`config.mk`:
```
export PLATFORM = sky130hd
export DESIGN_NAME = decoder_scan
export DESIGN_NICKNAME = d
export VERILOG_FILES = /design/src/rtl/decoder_scan.sv
export SDC_FILE = /design/constraint.sdc
export NUM_CORES = 1
export LEC_CHECK = 0
export CAP_MARGIN = 20
export CORE_MARGIN = 8
export CORE_UTILIZATION = 40
export DETAILED_ROUTE_END_ITERATION = 10
export PLACE_DENSITY = 0.68
export REMOVE_ABC_BUFFERS = 1
export SYNTH_ARGS = -nofsm -noshare
export SYNTH_HDL_FRONTEND = slang
export SYNTH_SLANG_ARGS = --single-unit
```
`constraint.sdc`:
```
create_clock -name clk -period 4.7 [get_ports clk]
set_input_delay 1.41 -clock clk [delete_from_list [all_inputs] [get_ports clk]]
set_output_delay 1.41 -clock clk [all_outputs]
set_load 0.02 [all_outputs]
```
`src/rtl/decoder_scan.sv`:
```
// decoder_scan: registered one-hot decoder with enable, load, polarity select and auto-scan
//   clk, rst_n      rising-edge clock, synchronous active-low reset
//   en              0 blanks dout and freezes the sequencer
//   mode            0 direct decode of cur_sel, 1 auto-scan
//   load, sel       load strobe captures sel as the decoded index
//   dwell           scan slot length minus 1, sampled every cycle
//   dout            registered one-hot output, inverted when ACTIVE_LOW
//   cur_sel         currently decoded index
//   wrap            one-cycle pulse when the scan wraps last->0
module decoder_scan #(
  parameter int SEL_W      = 2,
  parameter int DWELL_W    = 4,
  parameter bit ACTIVE_LOW = 1'b0
) (
  input  logic                  clk,
  input  logic                  rst_n,
  input  logic                  en,
  input  logic                  mode,
  input  logic                  load,
  input  logic [SEL_W-1:0]      sel,
  input  logic [DWELL_W-1:0]    dwell,
  output logic [(1<<SEL_W)-1:0] dout,
  output logic [SEL_W-1:0]      cur_sel,
  output logic                  wrap
);
  localparam int OUT_W = 1 << SEL_W;
  localparam logic [OUT_W-1:0] INACT = ACTIVE_LOW ? '1 : '0;
  logic [SEL_W-1:0]   sel_q, sel_d;
  logic [DWELL_W-1:0] cnt_q, cnt_d;
  logic [OUT_W-1:0]   dout_q, dout_d;
  logic               act_q, act_d, wrap_q, wrap_d;
  // Slot advance uses >= so shrinking dwell below the running count advances at once.
  always_comb begin
    sel_d  = sel_q;
    cnt_d  = cnt_q;
    act_d  = en;
    wrap_d = 1'b0;
    if (en) begin
      cnt_d = '0;
      if (load) sel_d = sel;
      else if (act_q && mode) begin
        if (cnt_q >= dwell) begin
          sel_d  = sel_q + 1'b1;
          wrap_d = &sel_q;
        end else cnt_d = cnt_q + 1'b1;
      end
    end
    // XOR with the inactive pattern flips the single active bit for either polarity.
    dout_d = en ? (INACT ^ (OUT_W'(1) << sel_d)) : INACT;
  end
  always_ff @(posedge clk) begin
    if (!rst_n) begin
      sel_q  <= '0;
      cnt_q  <= '0;
      act_q  <= 1'b0;
      wrap_q <= 1'b0;
      dout_q <= INACT;
    end else begin
      sel_q  <= sel_d;
      cnt_q  <= cnt_d;
      act_q  <= act_d;
      wrap_q <= wrap_d;
      dout_q <= dout_d;
    end
  end
  assign dout    = dout_q;
  assign cur_sel = sel_q;
  assign wrap    = wrap_q;
endmodule

```
; ---- After elaboration in Yosys (flattened, before gate mapping)
; Cells that the tools add are included.
; Widths: inputs -> output; s select.
[word_totals]
register_bits = 12
output_inout_bits = 7
input_bits = 11
[op_classes]
bitwise = 4
n_shift = 1
magnitude_cmp = 1
n_reduce_logical = 4
n_addsub = 2
muxes = 7
[op_table]
columns = cell, n
row1 = $mux 4, 3
row2 = $mux 2, 4
row3 = $reduce_or 5->1, 1
row4 = $add 4x1->4 const B, 1
row5 = $ge 4x4->1, 1
row6 = $not 1->1, 4
row7 = $reduce_and 2->1, 2
row8 = $shl 1x2->4 const A, 1
row9 = $add 2x1->2 const B, 1
row10 = $logic_and 1x1->1, 1

; ---- Depth between registers and ports, before layout
; Gate-level depths: netlist of the first run.
[logic_depth]
depth_word = 6
ltp_mapped = 6
depth_no_buf = 6

; ---- Worst setup path before layout of the first run
; OpenSTA, ideal clock, no wires.
[synth_timing]
path_kind = input to register
from = input dwell[3]
to = register dout_q[0], in the netlist dout[0]
required_ps = 4583
path_stages = 6
slack_ps = 1997
arrival_time_ps = 2586
path_buffers = 0
setup_ps = 117
path_cell_list = inv_1 ha_1 a21oi_1 o21ai_1 o211a_1 and4_2
[synth_via]
elab_chain_cells = 6
[synth_rtl]
columns = item, line
row1 = "start, declared", 21  ; input logic [DWELL_W-1:0] dwell,
row2 = $ge 4x4->1, 42  ; if (cnt_q >= dwell) begin
row3 = $mux 2, 42
row4 = $mux 2, 41  ; else if (act_q && mode) begin
row5 = $mux 2, 40  ; if (load) sel_d = sel;
row6 = $mux 2, 38  ; if (en) begin
row7 = $shl 1x2->4, 49  ; dout_d = en ? (INACT ^ (OUT_W'(1) << sel_d)) : INACT;
row8 = "end signal, assigned", 63  ; dout_q <= dout_d;
row9 = "end, declared", 30  ; logic [OUT_W-1:0] dout_q, dout_d;
; Every way passes these cells.
; A chain may end at the register's enable or synchronous reset.

; ---- Final worst setup path of the first run
; Ends and elaborated chain as after synthesis.

==> results of run 1 <==
[power groups by stage]
stage | clock network, W | registers [W] | logic (W)
4_1_cts | 0.0000845 | 0.000107 | 0.0000360
2_1_floorplan | 0 | 0.000112 | 0.0000142
6_report | 0.0000820 | 0.000107 | 0.0000357
3_3_place_gp | 0 | 0.000109 | 0.0000355
5_1_grt | 0.0000913 | 0.000107 | 0.0000393
3_5_place_dp | 0 | 0.000109 | 0.0000357
[metrics by stage]
step / power (W) / hold WS [ns]
global route: 0.000238 / 0.639
global placement: 0.000144 / 0.586
finish: 0.000224 / 0.595
CTS: 0.000227 / 0.596
floorplan: 0.000126 / 0.528
detailed placement: 0.000145 / 0.585
[layer usage]
layer,share of wire,vias to the layer above,GRT usage
li1,-,310,-
met1,0.46,272,0.0914
met2,0.46,19,0.157
met3,0.081,0,0.0517
met4,0,0,0.0201
met5,0,-,0
[kinds of logic (layout without fill, tap and decap cells)]
kind of cell,Yosys count,count (layout),share of synthesized area
simple gates,23,23,0.222
compound gates,22,22,0.260
flops,12,12,0.359
buf+inv,8,27,0.0467
fa+ha+maj,6,6,0.112
[path summary, 6_finish.rpt]
path                      to        from  slack, ns
setup / recovery     dout[0]    dwell[3]       1.68
hold / removal    cur_sel[0]  cur_sel[0]       0.59
setup reg to reg     dout[0]    cnt_q[0]       2.88
hold reg to reg   cur_sel[0]  cur_sel[0]       0.59
[area by class of cell]
cell class	count	area, sq um	area share
inverter	6	22.5	0.0254
sequential	12	240	0.271
multi-input combinational	51	398	0.449
timing repair buffer	17	170	0.192
tap	16	20.0	0.0226
clock buffer	4	36.3	0.0409
[flip-flops by register name (all words and copies together), names as in the netlist]
register / cells
wrap: 1
cnt_q: 4
act_q: 1
dout: 4
cur_sel: 2
[worst min-delay path, stage by stage (launching register included)]
cell and delay [ns]:
sky130_fd_sc_hd__dfxtp_1 0.36, sky130_fd_sc_hd__o21ai_0 0.15, sky130_fd_sc_hd__nor2_1 0.04
[layout by cell type, fill, tap and decap left out, types with 2 or more instances in the layout]
cell type / n
sky130_fd_sc_hd__o211ai_1: 2
sky130_fd_sc_hd__o21a_1: 3
sky130_fd_sc_hd__nand3_1: 2
sky130_fd_sc_hd__nand3b_1: 2
sky130_fd_sc_hd__clkdlybuf4s50_1: 17
sky130_fd_sc_hd__ha_1: 6
sky130_fd_sc_hd__and4_2: 2
sky130_fd_sc_hd__a21oi_1: 4
sky130_fd_sc_hd__dfxtp_1: 12
sky130_fd_sc_hd__inv_1: 6
sky130_fd_sc_hd__nand2_1: 4
sky130_fd_sc_hd__nor2b_1: 2
sky130_fd_sc_hd__nor2_1: 2
sky130_fd_sc_hd__o21ai_0: 2
sky130_fd_sc_hd__clkbuf_4: 3
==> summary.log, run 1 <==
[routing] average wire length per cell after detail routing 13.4 microns
[setup_path] Crit. End Element flop
[final_layout] final design instance area without fill 887 sq um
[global_route] global route total overflow 0
[pwr] Static Leakage 0.351 nW
[timing] aggregate negative setup slack 0 ns
[final_layout] fill count 143
[yosys] Async S/R FF share, synth 0
[place] placed cell count 102
[yosys] number of instances in the synthesized netlist 71
[yosys] FF+latch count, synth 12
[floorplan] die extent in x 56.9 microns
[timing] highest achievable clock rate 0.331 GHz
[yosys] most area-consuming cells after synthesis sky130_fd_sc_hd__dfxtp_1 36%, sky130_fd_sc_hd__ha_1 11%, sky130_fd_sc_hd__inv_1 3.4%, sky130_fd_sc_hd__o21a_1 3.4%, sky130_fd_sc_hd__a21oi_1 3.0%
[pwr] Internal 0.000170 W
[setup_path] critical path's slowest cell sky130_fd_sc_hd__clkdlybuf4s50_1
[job] max-cap violation count 0
[timing] setup repair after global routing missed its margin no
[clock_network] Gates resized, CTS repair 0
[pwr] share of total power in sequential cells 0.476
[routing] vias post-DR 601
[hold_path] Min-Delay Path Depth 2
[floorplan] Ports 18
[clock_network] largest buffer count on any clock path 2
[clock_network] Clk Latency, worst-skew pair 0.27 ns
[routing] DR vias/cell 5.67
[floorplan] initial core utilization 0.434
[timing] Final Skew 0.00380 ns
[clock_network] Post-CTS Setup Repair Bufs 0
[timing] shortest clock period the worst path allows after layout 3.02 ns
[timing] crit share post-route 0.643
[yosys] most used flip-flop cell after synthesis sky130_fd_sc_hd__dfxtp_1
[setup_path] highest cell delay on the worst timing path 0.46 ns
[global_route] number of antenna violations at the first check in global routing 0
[floorplan] Die Outline Area 3240 sq um
[routing] number of iterations in the first detailed-routing pass 4
[pwr] power dissipated by switching net loads 0.0000543 W
[pwr] combinational power share 0.159
[timing] setup-violating endpoint count in the final report 0
[clock_network] CTS buffer count 3
[final_layout] ratio of cells with drive above 1 in the final layout 0.122
[final_layout] Finished Layout Cells 106
[yosys] number of warning messages in the yosys log 0
[yosys] syn_area_per_cell 9.43 sq um
[routing] number of DRC markers in iteration 0 5
[yosys] Seq/Total Area, Yosys 0.359
[final_layout] Area Overhead vs Synth 32.5%
[yosys] Synth Cell Area 669 sq um
[setup_path] arrival time of data at the critical path endpoint 3.19 ns
[setup_path] startpoint kind of the worst setup timing path primary input
[timing] total count of max-transition violations in the final report 0
[routing] # DRC 0
[yosys] leading area contributor after synthesis sky130_fd_sc_hd__dfxtp_1
[hold_path] worst min-delay path class flop to flop
[clock_network] clock sinks 12
[final_layout] Final nets 108
[floorplan] core footprint 1540 sq um
[yosys] top cell types by occurrence after synthesis 12 x sky130_fd_sc_hd__dfxtp_1, 6 x sky130_fd_sc_hd__ha_1, 6 x sky130_fd_sc_hd__inv_1, 4 x sky130_fd_sc_hd__a21oi_1, 4 x sky130_fd_sc_hd__nand2_1
[timing] Final Hold Viols 0
[clock_network] count of hold-fix buffers inserted at cts 0
[pwr] fraction of power consumed by the clock network 0.365
[clock_network] Clock Pin Slew Worst Setup and Hold Paths 0.07 ns
[setup_path] path length in cells of the critical path 7
[yosys] area fraction of the dominant cell type after synthesis 0.359
[final_layout] antenna diode count 0
[setup_path] largest delay contributor family on the critical path compound AO/OA/AOI/OAI gates
[routing] DRT antenna net count 0
[place] HPWL Detailed 1100 microns
[timing] actual slew at the worst max-slew pin 0.373 ns
[timing] fin worst setup slack 1.68 ns
[setup_path] cells traversed along the worst timing path clkdlybuf4s50_1, inv_1, ha_1, a21oi_1, o21ai_1, o211a_1, and4_2
[outcome] result of the run finished clean
[global_route] GRT Total Usage 0.0902
[setup_path] count of buffering cells on the critical path with inverters included 2
[setup_path] Max FO, Critical Path 5
[clock_network] clock tree from TritonCTS built
[floorplan] die outline height 56.9 microns
[clock_network] clock tree root driver cell sky130_fd_sc_hd__clkbuf_4
[setup_path] critical path data required time 4.87 ns
[yosys] cell with the most instances after synthesis sky130_fd_sc_hd__dfxtp_1
[place] number of input and output port buffers inserted 17
[routing] routed wire length 1420 microns
[place] last weighted congestion value of the routability-driven placer 0.756
[place] DP Area 851 sq um
[yosys] Post-synth EDFFs 0
[setup_path] Setup Crit Path Kind primary input to flop
[final_layout] core utilization of the finished layout 0.575
[pwr] switching share of total power 0.242
[global_route] wire length of the first global-routing pass 2420 microns
[timing] Rel. slew slack 0.747
[yosys] Cell variety after synth 35
[global_route] maximum number of pins on one net before global-route repair 11
[place] worst setup timing slack at the placement stage 1.41 ns
[setup_path] count of cells along the worst register-to-register path 6
[pwr] peak supply drop 0.000211 V
[pwr] total power per unit cell area 253 nW/um^2
[clock_network] CTS HTree Levels 1
[global_route] via count of the first global-routing pass 556
[floorplan] Site Rows 14
No activity file was read; power rests on OpenSTA's default activity.
==> run 2: changes to the inputs <==
--- a/config.mk
+++ b/config.mk
@@ -9,7 +9,7 @@
 export CORE_MARGIN = 8
 export CORE_UTILIZATION = 40
 export DETAILED_ROUTE_END_ITERATION = 10
-export PLACE_DENSITY = 0.68
+export PLACE_DENSITY = 0.71
 export REMOVE_ABC_BUFFERS = 1
 export SYNTH_ARGS = -nofsm -noshare
 export SYNTH_HDL_FRONTEND = slang
==> constraint.sdc (replaced) <==
create_clock -name clk -period 2.4 [get_ports clk]
set_input_delay 0.72 -clock clk [delete_from_list [all_inputs] [get_ports clk]]
set_output_delay 0.72 -clock clk [all_outputs]
set_load 0.02 [all_outputs]
==> run 2 against run 1 <==
Compared with the run above: final cell count up 1.9%; critical path depth is the same; setup slack got worse by 1.6 ns; critical path type unchanged; cell area is 2.1% higher.
==> summary.log, run 2 (synthesis gave the netlist of run 1 again) <==
[final_layout] register area 240 sq um
[floorplan] Site Rows 14
[global_route] number of antenna violations at the first check in global routing 0
[floorplan] core footprint 1540 sq um
[timing] highest achievable clock rate 0.436 GHz
[floorplan] Ports 18
[timing] aggregate negative setup slack 0 ns
[place] number of input and output port buffers inserted 17
[place] DP Area 866 sq um
[timing] Hold Slack 0.602 ns
[routing] # DRC 0
[routing] number of iterations in the first detailed-routing pass 4
[clock_network] Clk Latency, worst-skew pair 0.27 ns
[clock_network] clock tree from TritonCTS built
[routing] DR vias/cell 5.66
[final_layout] Area Overhead vs Synth 35.3%
[hold_path] start point of the worst min-delay path cnt_q[2]
[floorplan] initial core utilization 0.434
[timing] shortest clock period the worst path allows after layout 2.29 ns
[clock_network] Post-CTS Setup Repair Bufs 0
[global_route] wire length of the first global-routing pass 2410 microns
[timing] Rel. slew slack 0.717
[clock_network] clock tree root driver cell sky130_fd_sc_hd__clkbuf_4
[final_layout] fill count 145
[routing] average wire length per cell after detail routing 13.9 microns
[global_route] global route total overflow 0
[setup_path] Setup Crit Path Kind primary input to flop
[clock_network] largest buffer count on any clock path 2
[pwr] peak supply drop 0.000489 V
[routing] number of DRC markers in iteration 0 15
[routing] routed wl met2 685 microns
[timing] Final Skew 0.000567 ns
[job] max-cap violation count 0
[routing] vias post-DR 611
[floorplan] die extent in x 56.9 microns
[setup_path] arrival time of data at the critical path endpoint 2.51 ns
[setup_path] Max FO, Critical Path 4
[final_layout] most common cell after layout, fill and taps aside sky130_fd_sc_hd__clkdlybuf4s50_1
[floorplan] die outline height 56.9 microns
[timing] crit share post-route 0.956
[timing] actual slew at the worst max-slew pin 0.418 ns
[global_route] via count of the first global-routing pass 561
[floorplan] Die Outline Area 3240 sq um
[final_layout] Multi-input gate area 402 sq um
[outcome] result of the run finished clean
[global_route] GRT Total Usage 0.0898
[setup_path] startpoint of the most critical setup path dwell[3]
[final_layout] final design instance area without fill 906 sq um
[timing] total count of max-transition violations in the final report 0
[pwr] Static Leakage 0.361 nW
[clock_network] CTS HTree Levels 1
[clock_network] Clock Pin Slew Worst Setup and Hold Paths 0.08 ns
[setup_path] r2r startpoint cnt_q[0]
[routing] met3 wire len 114 microns
[global_route] maximum number of pins on one net before global-route repair 10
[timing] Final Hold Viols 0
[clock_network] clock sinks 12
[timing] setup-violating endpoint count in the final report 0
[routing] met1 wire length 692 microns
[routing] routed wire length 1500 microns
[setup_path] Crit. End Element flop
[hold_path] worst min-delay path class flop to flop
[place] HPWL Detailed 1150 microns
[setup_path] startpoint kind of the worst setup timing path primary input
[setup_path] critical path data required time 2.62 ns
[timing] setup repair after global routing missed its margin no
[final_layout] top library cells by usage in the layout, fill and taps aside 17 x sky130_fd_sc_hd__clkdlybuf4s50_1, 12 x sky130_fd_sc_hd__dfxtp_1, 6 x sky130_fd_sc_hd__inv_1, 6 x sky130_fd_sc_hd__ha_1, 4 x sky130_fd_sc_hd__nand2_1
[place] placed cell count 104
[clock_network] CTS buffer count 3
[place] last weighted congestion value of the routability-driven placer 0.751
[final_layout] antenna diode count 0
[final_layout] Final nets 110
[routing] uppermost signal routing layer after detailed routing met4
[routing] DRT antenna net count 0
[final_layout] Finished Layout Cells 108
[pwr] total power per unit cell area 490 nW/um^2
[final_layout] ratio of cells with drive above 1 in the final layout 0.152
## run 2: cell count changes in the layout (fill, tap and decap cells not counted)
cell                      change
sky130_fd_sc_hd__buf_4        +2
sky130_fd_sc_hd__a21oi_1      -1
sky130_fd_sc_hd__a21oi_2      +1
## run 2: where the power goes
group          switching (W)  internal [W]  leakage, nW
Clock              0.0000688     0.0000922       0.0210
Combinational      0.0000356     0.0000385        0.243
Sequential        0.00000432      0.000205       0.0976
## run 2: final cells by class
cell class	instances	area share
Tap cell	16	0.0221
Inverter	6	0.0249
Multi-Input combinational cell	51	0.443
Sequential cell	12	0.265
Clock buffer	4	0.0401
Timing Repair Buffer	19	0.204
## run 2: path summary, 6_finish.rpt
| check | depth (start not counted) | endpoint | slack, ns |
|---|---|---|---|
| worst max-delay path | 7 | dout[1] | 0.11 |
| worst min-delay path | 1 | cnt_q[2] | 0.60 |
| worst max register to register | 6 | dout[0] | 0.59 |
| worst min register to register | 1 | cnt_q[2] | 0.60 |
## run 2: repair_timing
| action | in CTS | in global routing |
|---|---|---|
| resized for setup | 0 | 1 |
| endpoints found under the setup margin | 0 | 1 |
| hold endpoints to repair | 0 | 0 |
| hold buffers | 0 | 0 |
## run 2: through the flow
| step | worst slack (ns) | util | total power, W |
|---|---|---|---|
| 2_1_floorplan | 0.387 | - | 0.000247 |
| 3_3_place_gp | -0.160 | 0.562 | 0.000285 |
| 3_5_place_dp | -0.208 | 0.562 | 0.000287 |
| 4_1_cts | 0.0750 | 0.585 | 0.000450 |
| 5_1_grt | 0.0340 | 0.588 | 0.000465 |
| 6_report | 0.106 | 0.588 | 0.000444 |
## run 2: critical path, cell delays in order
cell	delay, ns
sky130_fd_sc_hd__clkdlybuf4s50_1	0.45
sky130_fd_sc_hd__inv_1	0.04
sky130_fd_sc_hd__ha_1	0.32
sky130_fd_sc_hd__o211ai_2	0.12
sky130_fd_sc_hd__o21a_1	0.20
sky130_fd_sc_hd__o311ai_1	0.41
sky130_fd_sc_hd__and4_1	0.24
## run 2: per-layer routing
layer / up-vias / global-route usage
met3: 2 / 0.0427
met2: 19 / 0.140
li1: 309 / -
met1: 281 / 0.105
met4: 0 / 0.0302
met5: - / 0
==> run 3: changes to the inputs <==
--- a/config.mk
+++ b/config.mk
@@ -14,3 +14,4 @@
 export SYNTH_ARGS = -nofsm -noshare
 export SYNTH_HDL_FRONTEND = slang
 export SYNTH_SLANG_ARGS = --single-unit
+export TNS_END_PERCENT = 30
==> results of run 3 <==
Final layout, timing and power as in run 2 (identical DEF).
